## src/rtl/pc_sequencer.sv

```systemverilog
// pc_sequencer: program-counter unit for the pipelined core.
// Holds the PC, performs the sequential increment, applies resolve-stage jump
// redirects, buffers a redirect that arrives during a stall, and drives a
// timed flush window to the fetch/decode registers.
// Optional build macro: PC_REDIRECT_COUNT_EN adds a saturating redirect_count.

`ifndef INSTR_JUMP
`define INSTR_JUMP 5'd2
`endif

module pc_sequencer #(
  parameter int unsigned           ADDR_WIDTH   = 32,
  parameter logic [ADDR_WIDTH-1:0] RESET_VECTOR = '0,
  parameter int unsigned           INSTR_BYTES  = 4,
  parameter int unsigned           FLUSH_CYCLES = 2
) (
  input  logic                  clk,
  input  logic                  rst_n,
  input  logic                  stall,
  input  logic                  resolve_valid,
  input  logic [4:0]            instr_type,
  input  logic [ADDR_WIDTH-1:0] jump_condition,
  input  logic [ADDR_WIDTH-1:0] jump_address,
  output logic [ADDR_WIDTH-1:0] pc,
  output logic                  pc_valid,
  output logic                  flush,
  output logic                  redirect_pending
`ifdef PC_REDIRECT_COUNT_EN
  ,
  output logic [31:0]           redirect_count
`endif
);

  localparam logic [ADDR_WIDTH-1:0] INCR       = ADDR_WIDTH'(INSTR_BYTES);
  localparam logic [ADDR_WIDTH-1:0] ALIGN_MASK = ~(ADDR_WIDTH'(INSTR_BYTES - 1));
  localparam logic [ADDR_WIDTH-1:0] COND_TAKEN = ADDR_WIDTH'(1);
  localparam logic [3:0]            FLUSH_LOAD = 4'(FLUSH_CYCLES - 1);

  typedef enum logic [1:0] {
    BOOT  = 2'd0,
    RUN   = 2'd1,
    HOLD  = 2'd2,
    FLUSH = 2'd3
  } state_t;

  state_t                state_q, state_d;
  logic [ADDR_WIDTH-1:0] pc_q, pc_d;
  logic [ADDR_WIDTH-1:0] pend_q, pend_d;
  logic [3:0]            cnt_q, cnt_d;
  logic                  pc_valid_q, pc_valid_d;
  logic                  flush_q, flush_d;
  logic                  pending_q, pending_d;
  logic                  redirect_apply;

  logic                  taken;
  logic [ADDR_WIDTH-1:0] target;

  // Jump decision and aligned target; the condition must be exactly 1 over the full width.
  always_comb begin
    taken  = resolve_valid && (instr_type == `INSTR_JUMP) && (jump_condition == COND_TAKEN);
    target = jump_address & ALIGN_MASK;
  end

  // Next-state, next-PC and registered-output decode.
  // A redirect always passes through FLUSH, even when FLUSH_CYCLES is 1, so the
  // target is never consumed by fetch while flush is still asserted.
  always_comb begin
    state_d        = state_q;
    pc_d           = pc_q;
    pend_d         = pend_q;
    cnt_d          = cnt_q;
    redirect_apply = 1'b0;

    unique case (state_q)
      BOOT: begin
        // First fetch uses the reset vector unchanged.
        state_d = RUN;
      end
      RUN: begin
        if (taken) begin
          if (!stall) begin
            pc_d           = target;
            cnt_d          = FLUSH_LOAD;
            state_d        = FLUSH;
            redirect_apply = 1'b1;
          end else begin
            pend_d  = target;
            state_d = HOLD;
          end
        end else if (!stall) begin
          pc_d = pc_q + INCR;
        end
      end
      HOLD: begin
        // Younger taken events are ignored; the buffered jump is older.
        if (!stall) begin
          pc_d           = pend_q;
          cnt_d          = FLUSH_LOAD;
          state_d        = FLUSH;
          redirect_apply = 1'b1;
        end
      end
      FLUSH: begin
        // Wrong-path jumps are ignored; the window only advances when unstalled.
        if (!stall) begin
          if (cnt_q == 4'd0) begin
            state_d = RUN;
          end else begin
            cnt_d = cnt_q - 4'd1;
          end
        end
      end
      default: begin
        state_d = BOOT;
      end
    endcase

    pc_valid_d = (state_d == RUN) || (state_d == HOLD);
    flush_d    = (state_d == FLUSH);
    pending_d  = (state_d == HOLD);
  end

  // State, PC and output registers; reset discards any buffered redirect.
  always_ff @(posedge clk or negedge rst_n) begin
    if (!rst_n) begin
      state_q    <= BOOT;
      pc_q       <= RESET_VECTOR;
      pend_q     <= RESET_VECTOR;
      cnt_q      <= 4'd0;
      pc_valid_q <= 1'b0;
      flush_q    <= 1'b0;
      pending_q  <= 1'b0;
    end else begin
      state_q    <= state_d;
      pc_q       <= pc_d;
      pend_q     <= pend_d;
      cnt_q      <= cnt_d;
      pc_valid_q <= pc_valid_d;
      flush_q    <= flush_d;
      pending_q  <= pending_d;
    end
  end

  assign pc               = pc_q;
  assign pc_valid         = pc_valid_q;
  assign flush            = flush_q;
  assign redirect_pending = pending_q;

`ifdef PC_REDIRECT_COUNT_EN
  logic [31:0] rcount_q, rcount_d;

  // Saturating count of redirects actually loaded into the PC.
  always_comb begin
    rcount_d = rcount_q;
    if (redirect_apply && (rcount_q != 32'hFFFF_FFFF)) begin
      rcount_d = rcount_q + 32'd1;
    end
  end

  // Redirect counter register.
  always_ff @(posedge clk or negedge rst_n) begin
    if (!rst_n) begin
      rcount_q <= 32'd0;
    end else begin
      rcount_q <= rcount_d;
    end
  end

  assign redirect_count = rcount_q;
`else
  logic unused_redirect_apply;
  assign unused_redirect_apply = redirect_apply;
`endif

endmodule

```

## config.mk

```make
export PLATFORM = sky130hd
export DESIGN_NAME = pc_sequencer
export DESIGN_NICKNAME = d
export VERILOG_FILES = /design/src/rtl/pc_sequencer.sv
export SDC_FILE = /design/constraint.sdc
export NUM_CORES = 1
export LEC_CHECK = 0
export ABC_AREA = 1
export CAP_MARGIN = 10
export CORE_ASPECT_RATIO = 1.2
export CORE_MARGIN = 1
export CORE_UTILIZATION = 35
export CTS_CLUSTER_SIZE = 24
export DETAILED_ROUTE_END_ITERATION = 6
export PLACE_DENSITY = 0.64
export SLEW_MARGIN = 20
export SYNTH_ARGS = -nofsm -noshare
export SYNTH_HDL_FRONTEND = slang
export SYNTH_SLANG_ARGS = --single-unit
```

## constraint.sdc

```tcl
create_clock -name clk -period 1.9 [get_ports clk]
set_clock_uncertainty 0.2 [all_clocks]
set_input_delay 0.38 -clock clk [delete_from_list [all_inputs] [get_ports clk]]
set_output_delay 0.38 -clock clk [all_outputs]
set_load 0.01 [all_outputs]
```

== After elaboration in Yosys (flattened, before gate mapping) ==
Cells that the tools add are included.

* Register bits: 71
* Latch bits: 0
* RAM bits: 0
* ROM bits: 0
* Input port bits: 73
* Memories: 0

* $add $sub $neg: 2
* Multipliers: 0
* Divide/modulo/power cells: 0
* $lt $le $gt $ge: 0
* Equal/unequal tests: 13
* Shifts and indexed selects: 0
* Mux-type cells: 16
* Bitwise logic cells: 0
* Reduce and logical (&&, ||, !) cells: 10

{| class="wikitable"
|+ Operators with widths
! kind !! number
|-
| $mux 32 || 4
|-
| $pmux 32 s2 || 1
|-
| $add 32x3->32 const B || 1
|-
| $eq 32x1->1 const B || 1
|-
| $mux 4 || 4
|-
| $pmux 4 s3 || 1
|-
| $ne 2x2->1 const B || 5
|-
| $eq 2x2->1 const B || 4
|-
| $mux 2 || 4
|-
| $pmux 2 s4 || 1
|-
| $reduce_and 3->1 || 2
|-
| $eq 5x2->1 const B || 1
|-
| $eq 2x1->1 const B || 2
|-
| $logic_not 4->1 || 1
|-
| $reduce_and 4->1 || 1
|-
| $sub 4x1->4 const B || 1
|-
| $reduce_bool 3->1 || 1
|-
| $logic_and 1x1->1 || 2
|-
| $logic_not 2->1 || 1
|-
| $reduce_bool 2->1 || 1
|-
| $logic_or 1x1->1 || 1
|-
| $mux 1 || 1
|}

== Logic depth before layout (Yosys ltp) ==
Gate-level depths: netlist of run 1.

* Depth in word-level cells: 7
* Mapped depth: 12
* Depth with buffers taken out: 12

== Least setup slack after synthesis of run 1 ==
Ideal clock, no wire load.

* Path kind: input to register
* Start point: in jump_condition[15]
* End point: reg flush_q (netlist: flush)
* Setup time: 121 ps
* Arrival: 1507 ps
* Slack: 72 ps
* Cell stages on the path: 10
* Buffers on the path: 1
* Cells stage by stage: nor2_1 > nand2_1 > nor2_1 > nand3_1 > nor2_2 > buf_4 > nand2_1 > a21oi_1 > inv_1 > ha_1

* Longest elaborated chain between the ends: 5

{| class="wikitable"
|+ Ends and longest elaborated chain
! what !! line !! source
|-
| start: declaration || 22 || <nowiki>input logic [ADDR_WIDTH-1:0] jump_condition,</nowiki>
|-
| $eq 32x1->1 || 60 || <nowiki>taken = resolve_valid && (instr_type == `INSTR_JUMP) && (jump_condition == COND_TAKEN);</nowiki>
|-
| $logic_and 1x1->1 || 60 ||
|-
| $mux 2 || 80 || <nowiki>if (taken) begin</nowiki>
|-
| $pmux 2 s4 || 74 || <nowiki>unique case (state_q)</nowiki>
|-
| named net state_d[0] || 46 || <nowiki>state_t state_q, state_d;</nowiki>
|-
| $eq 2x2->1 || 119 || <nowiki>flush_d = (state_d == FLUSH);</nowiki>
|-
| named net flush_d || 51 || <nowiki>logic flush_q, flush_d;</nowiki>
|-
| end signal: assignment || 139 || <nowiki>flush_q <= flush_d;</nowiki>
|-
| end: declaration || 51 ||
|}

The timed path passes the listed nets, and every way through them passes these cells.
A chain may end at the register's enable or synchronous reset.

== Worst setup path in the final report of run 1 ==
* Start point: reg pc_q[3] (netlist: pc[3])
* End point: reg pc_q[14] (netlist: pc[14])

* Longest elaborated chain between the ends: 4

{| class="wikitable"
|+ Ends and longest elaborated chain
! what !! line !! source
|-
| start: declaration || 47 || <nowiki>logic [ADDR_WIDTH-1:0] pc_q, pc_d;</nowiki>
|-
| start signal: assignment || 135 || <nowiki>pc_q <= pc_d;</nowiki>
|-
| $add 32x3->32 || 91 || <nowiki>pc_d = pc_q + INCR;</nowiki>
|-
| $mux 32 || 90 || <nowiki>end else if (!stall) begin</nowiki>
|-
| $mux 32 || 80 ||
|-
| $pmux 32 s2 || 74 ||
|}

No other way between the ends. The select of a mux whose other input is x is not followed.

==> flow_summary.ini, run 1 <==
[floorplan]
core_region_area_um2 = 12800
placementRows = 45
die_h_um = 128
die_w_um = 107
die-area_um2 = 13700
initial_core_utilization = 0.363
pin_count = 108

[timing]
setup-violations-final = 3
timing.fmax_ghz = 0.515
timing.final.crit_period_ns = 1.94
final_max_slew_viol_count = 0
post-route-period-util = 1.02
rsz_0062_raised_after_global_routing = yes
postLayoutSetupSlackWorst_ns = -0.0423
totalNegativeSetupSlack_ns = -0.0638
timing.final.hold_violations = 0

[final_layout]
num-fill-cells = 1245
final_cell_mix = sky130_fd_sc_hd__nand2_1 (259), sky130_fd_sc_hd__nor2_1 (101), sky130_fd_sc_hd__buf_4 (71), sky130_fd_sc_hd__inv_1 (56), sky130_fd_sc_hd__dfrtp_1 (55)
layout-area-overhead-vs-synth_pct = 49.4
layout.cells.most_common = sky130_fd_sc_hd__nand2_1
seqCellArea_um2 = 1740
final_layout_size_suffix_gt1_frac = 0.208
antenna-diode-count = 0
final_net_count = 970
multiInputGateArea_um2 = 2710

[synthesis]
syn_area_um2 = 4640
ys_ff_latch = 69
avgSynthCellArea_um2 = 6.45
synth-edff-count = 0
ys_warn_count = 0
synth_largest_area_cell = sky130_fd_sc_hd__dfrtp_1
synth_top_area_frac = 0.372
post_synth_main_area_contributors = sky130_fd_sc_hd__dfrtp_1 (37%), sky130_fd_sc_hd__nand2_1 (22%), sky130_fd_sc_hd__nor2_1 (10%)
seq_area_frac_synth = 0.372
netlist_instances = 719
synth_async_sr_flop_share = 1.00
synth_cell_type_count = 31
dominantRegCellSynth = sky130_fd_sc_hd__dfrtp_1

[setup_path]
crit_type = reg -> reg
worstPathBufferInverterCount = 1
cp-startpoint = pc[3]
critical_path.most_common_cell = sky130_fd_sc_hd__nand2_1
slowest_delay_ns = 0.41
highest_fanout_seen_on_the_critical_path = 4
timing.critical_path.arrival_ns = 2.01
worst_ep_required_time_ns = 1.97
path_delay_family = simple AND/OR/NAND/NOR gates
reg2reg_launch_point = pc[3]
worst_path_max_delay_cell = sky130_fd_sc_hd__dfrtp_1
timing.critical_path.cells = ha_2 > nand2_2 > nor2_4 > nand2_2 > nor2_1 > buf_4 > xor2_1 > nand2_1 > nand3_1 > nand2_1 > nand2_1
crit_path_start_kind = register
worstSetupEndpointType = register

[drt]
drc_errors = 0
vias = 5051
detailedRoute.firstPassIterationCount = 5
postRouteWirelength_um = 14000
postRouteAntennaNets = 0
detailedRoute.firstIterationViolations = 305
detail_route.wl_per_cell_um = 13.2
post_drt_via_cell_ratio = 4.76

[pwr]
power_density_nw_per_um2 = 825
peak_vdd_ir_mv = 0.379
design_power_total_uw = 5720
static-leakage-power_uw = 0.00372

[global_routing]
grt_antenna_before_repair = 0
grt_max_degree = 62
grt_use_total = 0.211
busiest_layer = met2
met3_usage = 0.0356
grt_pass1_wl_um = 22600
global_route.usage.met2 = 0.373
grt.met1_usage = 0.258
globalRoute.totalOverflow = 0
via_count_of_the_first_global_routing_pass = 4715

[run_status]
status = complete, but fails checks
violated_checks = negative setup slack

[placement]
post-place-ws_ns = -0.455
place.detailed.hpwl_um = 9630
io_buffer_count = 103
routability_cong = 0.871

[cts]
max-clock-path-buffers = 2
clock_latency_ns = 0.34
clk_pin_slew_ns = 0.06
cts_tree = built
cts_h_tree_depth = 3
cts_buffers = 9
clock_tree.root_cell = sky130_fd_sc_hd__clkbuf_16
clock_sinks = 69

[flow_run]
cap_violations = 0

[min_path]
min_delay_path_class = in -> async
-- area by class of cell --
class	count	share of cell area
Multi-Input combinational cell	565	0.390
Sequential cell	69	0.252
Timing Repair Buffer	186	0.251
Clock buffer	11	0.0336
Inverter	61	0.0330
Tap cell	164	0.0296
Clock inverter	5	0.0108
-- sequential cells by signal, summed over array words and instances, names as in the netlist --
signal	count
pc	30
pend_q	30
cnt_q	4
state_q	2
flush	1
pc_valid	1
redirect_pending	1
-- per-layer routing --
layer	up-vias	share of wire
met5	-	0
met4	0	0.013
met3	13	0.050
met2	148	0.51
met1	2315	0.43
li1	2575	-
-- cell usage after synthesis (4+ instances only) --
master and n:
sky130_fd_sc_hd__nand2_1 266, sky130_fd_sc_hd__xnor2_1 7, sky130_fd_sc_hd__o21ai_2 10, sky130_fd_sc_hd__dfrtp_1 69
sky130_fd_sc_hd__nand4_1 4, sky130_fd_sc_hd__nand3_1 48, sky130_fd_sc_hd__nor2_1 128, sky130_fd_sc_hd__buf_6 6
sky130_fd_sc_hd__o21ai_0 11, sky130_fd_sc_hd__inv_2 5, sky130_fd_sc_hd__clkbuf_1 8, sky130_fd_sc_hd__a21oi_1 37
sky130_fd_sc_hd__o21ai_1 10, sky130_fd_sc_hd__xor2_1 9, sky130_fd_sc_hd__ha_1 5, sky130_fd_sc_hd__inv_1 56
sky130_fd_sc_hd__nor2_2 7, sky130_fd_sc_hd__buf_2 8
-- power by group --
group          leakage (uW)  switching [uW]  internal, uW
clock network      0.000153             636          1140
logic               0.00270             976          1030
registers          0.000868             237          1700
-- worst reg2reg max path, delay by kind of cell, from the launching register on --
family        cells  cell delay [ns]
buf+inv           1             0.14
fa+ha+maj         1             0.22
xor+xnor          1             0.16
flops             1             0.41
simple gates      8             0.76
-- repair_timing --
action                                  4_1_cts  5_1_grt
setup buffers                                20        7
pin swaps                                    34       31
hold buffers                                  1        0
hold endpoints to repair                      8        0
gates cloned                                  2        1
endpoints found under the setup margin       76       76
gates resized for setup                      82       62
-- final timing paths --
check | endpoint | slack [ns] | cells past startpoint
worst min register to register | pend_q[26] | 0.27 | 2
min in group clk | pend_q[26] | 0.27 | 2
worst min-delay path | pend_q[2] | 0.27 | 2
worst max-delay path | pc[14] | -0.04 | 11
max in group asynchronous | pc[20] | 0.58 | 3
worst max register to register | pc[14] | -0.04 | 11
-- stage by stage --
| stage | area (um2) | util | hold WS [ns] | instances |
|---|---|---|---|---|
| 6_report | 6930 | 0.542 | 0.272 | 1061 |
| 3_3_place_gp | 6150 | 0.482 | 0.0641 | 1015 |
| 5_1_grt | 6930 | 0.542 | 0.275 | 1061 |
| 2_1_floorplan | 4640 | - | -0.116 | 720 |
| 3_5_place_dp | 6150 | 0.482 | 0.0677 | 1015 |
| 4_1_cts | 6690 | 0.523 | 0.242 | 1054 |
-- cells by family after synthesis --
logic type,after synthesis,synth area share
and+or+nand+nor,470,0.411
buffers and inverters,87,0.0847
AOI/OAI and AO/OA,71,0.0882
DFF,69,0.372
xor gates and xnor gates,16,0.0302
adders and majority gates,5,0.0135
other,1,0.000808
Power figures use the tool's default switching activity.
==> run 2, diff against run 1 <==
HOLD_SLACK_MARGIN = 0.08   (was not set)
SETUP_SLACK_MARGIN = 0.15   (was not set)
==> run 2 against run 1 <==
Compared with the run above: the flow still finishes with violations (negative setup slack); power decreased by 1.2%; critical path depth decreased by 1; sequential share of layout area decreased by 0.12 points; flip-flop and latch count unchanged; via count about the same; combinational power increased by 3%; first-iteration DRC count decreased by 21%; highest routed layer unchanged; wire length increased by 0.28%; non-clock buffer count increased by 15; clock power decreased by 6%; sequential power about the same; global-route usage increased by 0.075 points.
==> flow_summary.ini, run 2 (synthesis results as in run 1) <==
[run_status]
status = complete, but fails checks
violated_checks = negative setup slack

[pwr]
static-leakage-power_uw = 0.00368
peak_vdd_ir_mv = 0.393
power_density_nw_per_um2 = 811

[setup_path]
critical_path.reg2reg.endpoint = pc[26]
highest_fanout_seen_on_the_critical_path = 5
worst_setup_path_endpoint = pc[26]
rrSetupSlack_ns = -0.01
worst_ep_required_time_ns = 1.93
worstSetupEndpointType = register
crit_type = reg -> reg
rr_worst_depth = 10
crit_path_start_kind = register
timing.critical_path.arrival_ns = 1.94
reg2reg_launch_point = pc[3]
cp-startpoint = pc[3]

[cts]
cts_tree = built
cts_h_tree_depth = 3
max-clock-path-buffers = 2
cts_buffers = 9
clock_latency_ns = 0.34
clock_tree.root_cell = sky130_fd_sc_hd__clkbuf_16
clock_sinks = 69
clk_pin_slew_ns = 0.06

[floorplan]
initial_core_utilization = 0.363
die-area_um2 = 13700
placementRows = 45
core_region_area_um2 = 12800
die_h_um = 128
pin_count = 108
die_w_um = 107

[flow_run]
cap_violations = 0

[timing]
post-route-period-util = 1.01
postLayoutSetupSlackWorst_ns = -0.0138
hold_slack_ns = 0.270
setup-violations-final = 1
rsz_0062_raised_after_global_routing = yes
timing.fmax_ghz = 0.523
timing.final.crit_period_ns = 1.91
timing.final.hold_violations = 0
final_max_slew_viol_count = 0

[placement]
post_placement_cell_count = 1014
place.detailed.hpwl_um = 9600
post-place-ws_ns = -0.422
io_buffer_count = 103
dpl-instance-area_um2 = 6210
routability_cong = 0.901

[final_layout]
fin_util = 0.545
num-fill-cells = 1279
finalInstanceArea_um2 = 6970
final_layout_size_suffix_gt1_frac = 0.286
antenna-diode-count = 0
layout-area-overhead-vs-synth_pct = 50.1
final_cell_count_no_fill = 1076
final_net_count = 985
final_cell_mix = sky130_fd_sc_hd__nand2_1 (253), sky130_fd_sc_hd__nor2_1 (95), sky130_fd_sc_hd__buf_4 (82), sky130_fd_sc_hd__inv_1 (55), sky130_fd_sc_hd__dfrtp_1 (55)
layout.cells.most_common = sky130_fd_sc_hd__nand2_1

[global_routing]
grt_pass1_wl_um = 22700
globalRoute.totalOverflow = 0
grt_max_degree = 70
grt_use_total = 0.211
grt_antenna_before_repair = 0
via_count_of_the_first_global_routing_pass = 4787

[drt]
detailedRoute.firstIterationViolations = 242
drc_errors = 0
post_drt_via_cell_ratio = 4.70
postRouteAntennaNets = 0
postRouteWirelength_um = 14000
detailedRoute.firstPassIterationCount = 5
vias = 5054
detail_route.wl_per_cell_um = 13.0

[min_path]
min_delay_path_class = reg -> reg
[run 2: changes by cell type in the layout (fill, tap and decap cells not counted), sizes merged]
cell,change
buf,+20
bufinv,-1
clkbuf,+34
clkdlybuf4s15,+3
clkdlybuf4s50,-11
clkinv,+1
dlygate4sd2,-9
dlymetal6s2s,-22
[run 2: per-stage QoR]
stage                     TNS [ns]  total power (uW)
after global routing         -1.03              6000
after floorplan                  0              2840
after CTS                        0              5560
after global placement      -21.80              3790
after detailed placement    -22.97              3800
final                      -0.0138              5650
[run 2: power by group]
part	switching (uW)	leakage, uW	internal, uW
registers	224	0.000869	1700
clock network	635	0.000149	1040
logic	1030	0.00266	1020
total	1890	0.00368	3760
[run 2: routing by layer]
layer  vias up  GRT usage  wire, um  share of wire
li1       2601          -         -              -
met1      2313      0.260      5880           0.42
met2       122      0.365      7140           0.51
met3        18     0.0412       756          0.054
met4         0     0.0757       249          0.018
met5         -          0         0              0
[run 2: worst min path at each step]
| stage | startpoint | end | slack (ns) | depth (start not counted) |
|---|---|---|---|---|
| 6_report | pend_q[4] | pend_q[4] | 0.27 | 2 |
| 4_1_cts | pend_q[18] | pend_q[18] | 0.27 | 2 |
| 5_1_grt | pend_q[26] | pend_q[26] | 0.29 | 2 |
| 3_5_place_dp | rst_n | pend_q[4] | 0.24 | 2 |
| 2_1_floorplan | rst_n | cnt_q[0] | -0.12 | 0 |
| 3_3_place_gp | rst_n | pend_q[4] | 0.24 | 2 |
[run 2: repair_timing]
item,in CTS,in global routing
setup endpoints to repair,102,69
cloned,1,0
buffers inserted,23,21
hold endpoints to repair,69,0
resized for setup,120,141
hold buffers,1,0
pin swaps,41,54
[run 2: worst max-delay path, cell delays in order (launching register included)]
cell and delay, ns:
sky130_fd_sc_hd__dfrtp_1 0.41, sky130_fd_sc_hd__ha_2 0.21, sky130_fd_sc_hd__nand2_2 0.07, sky130_fd_sc_hd__nor2_4 0.20, sky130_fd_sc_hd__nand4_1 0.23, sky130_fd_sc_hd__nor2_1 0.17, sky130_fd_sc_hd__nand2_1 0.07, sky130_fd_sc_hd__nand3_1 0.09
sky130_fd_sc_hd__nand2_1 0.05, sky130_fd_sc_hd__nand2_1 0.05, sky130_fd_sc_hd__nand2_1 0.05
[run 2: final cells by class]
class                   instances  area [um2]  area share
multi-input cells             565        2830       0.407
flip-flops and latches         69        1740       0.250
repair buffers                201        1660       0.239
clock buffers                  11         243      0.0348
inverters                      61         229      0.0329
well taps                     164         205      0.0295
clock inverters                 5        50.0     0.00719
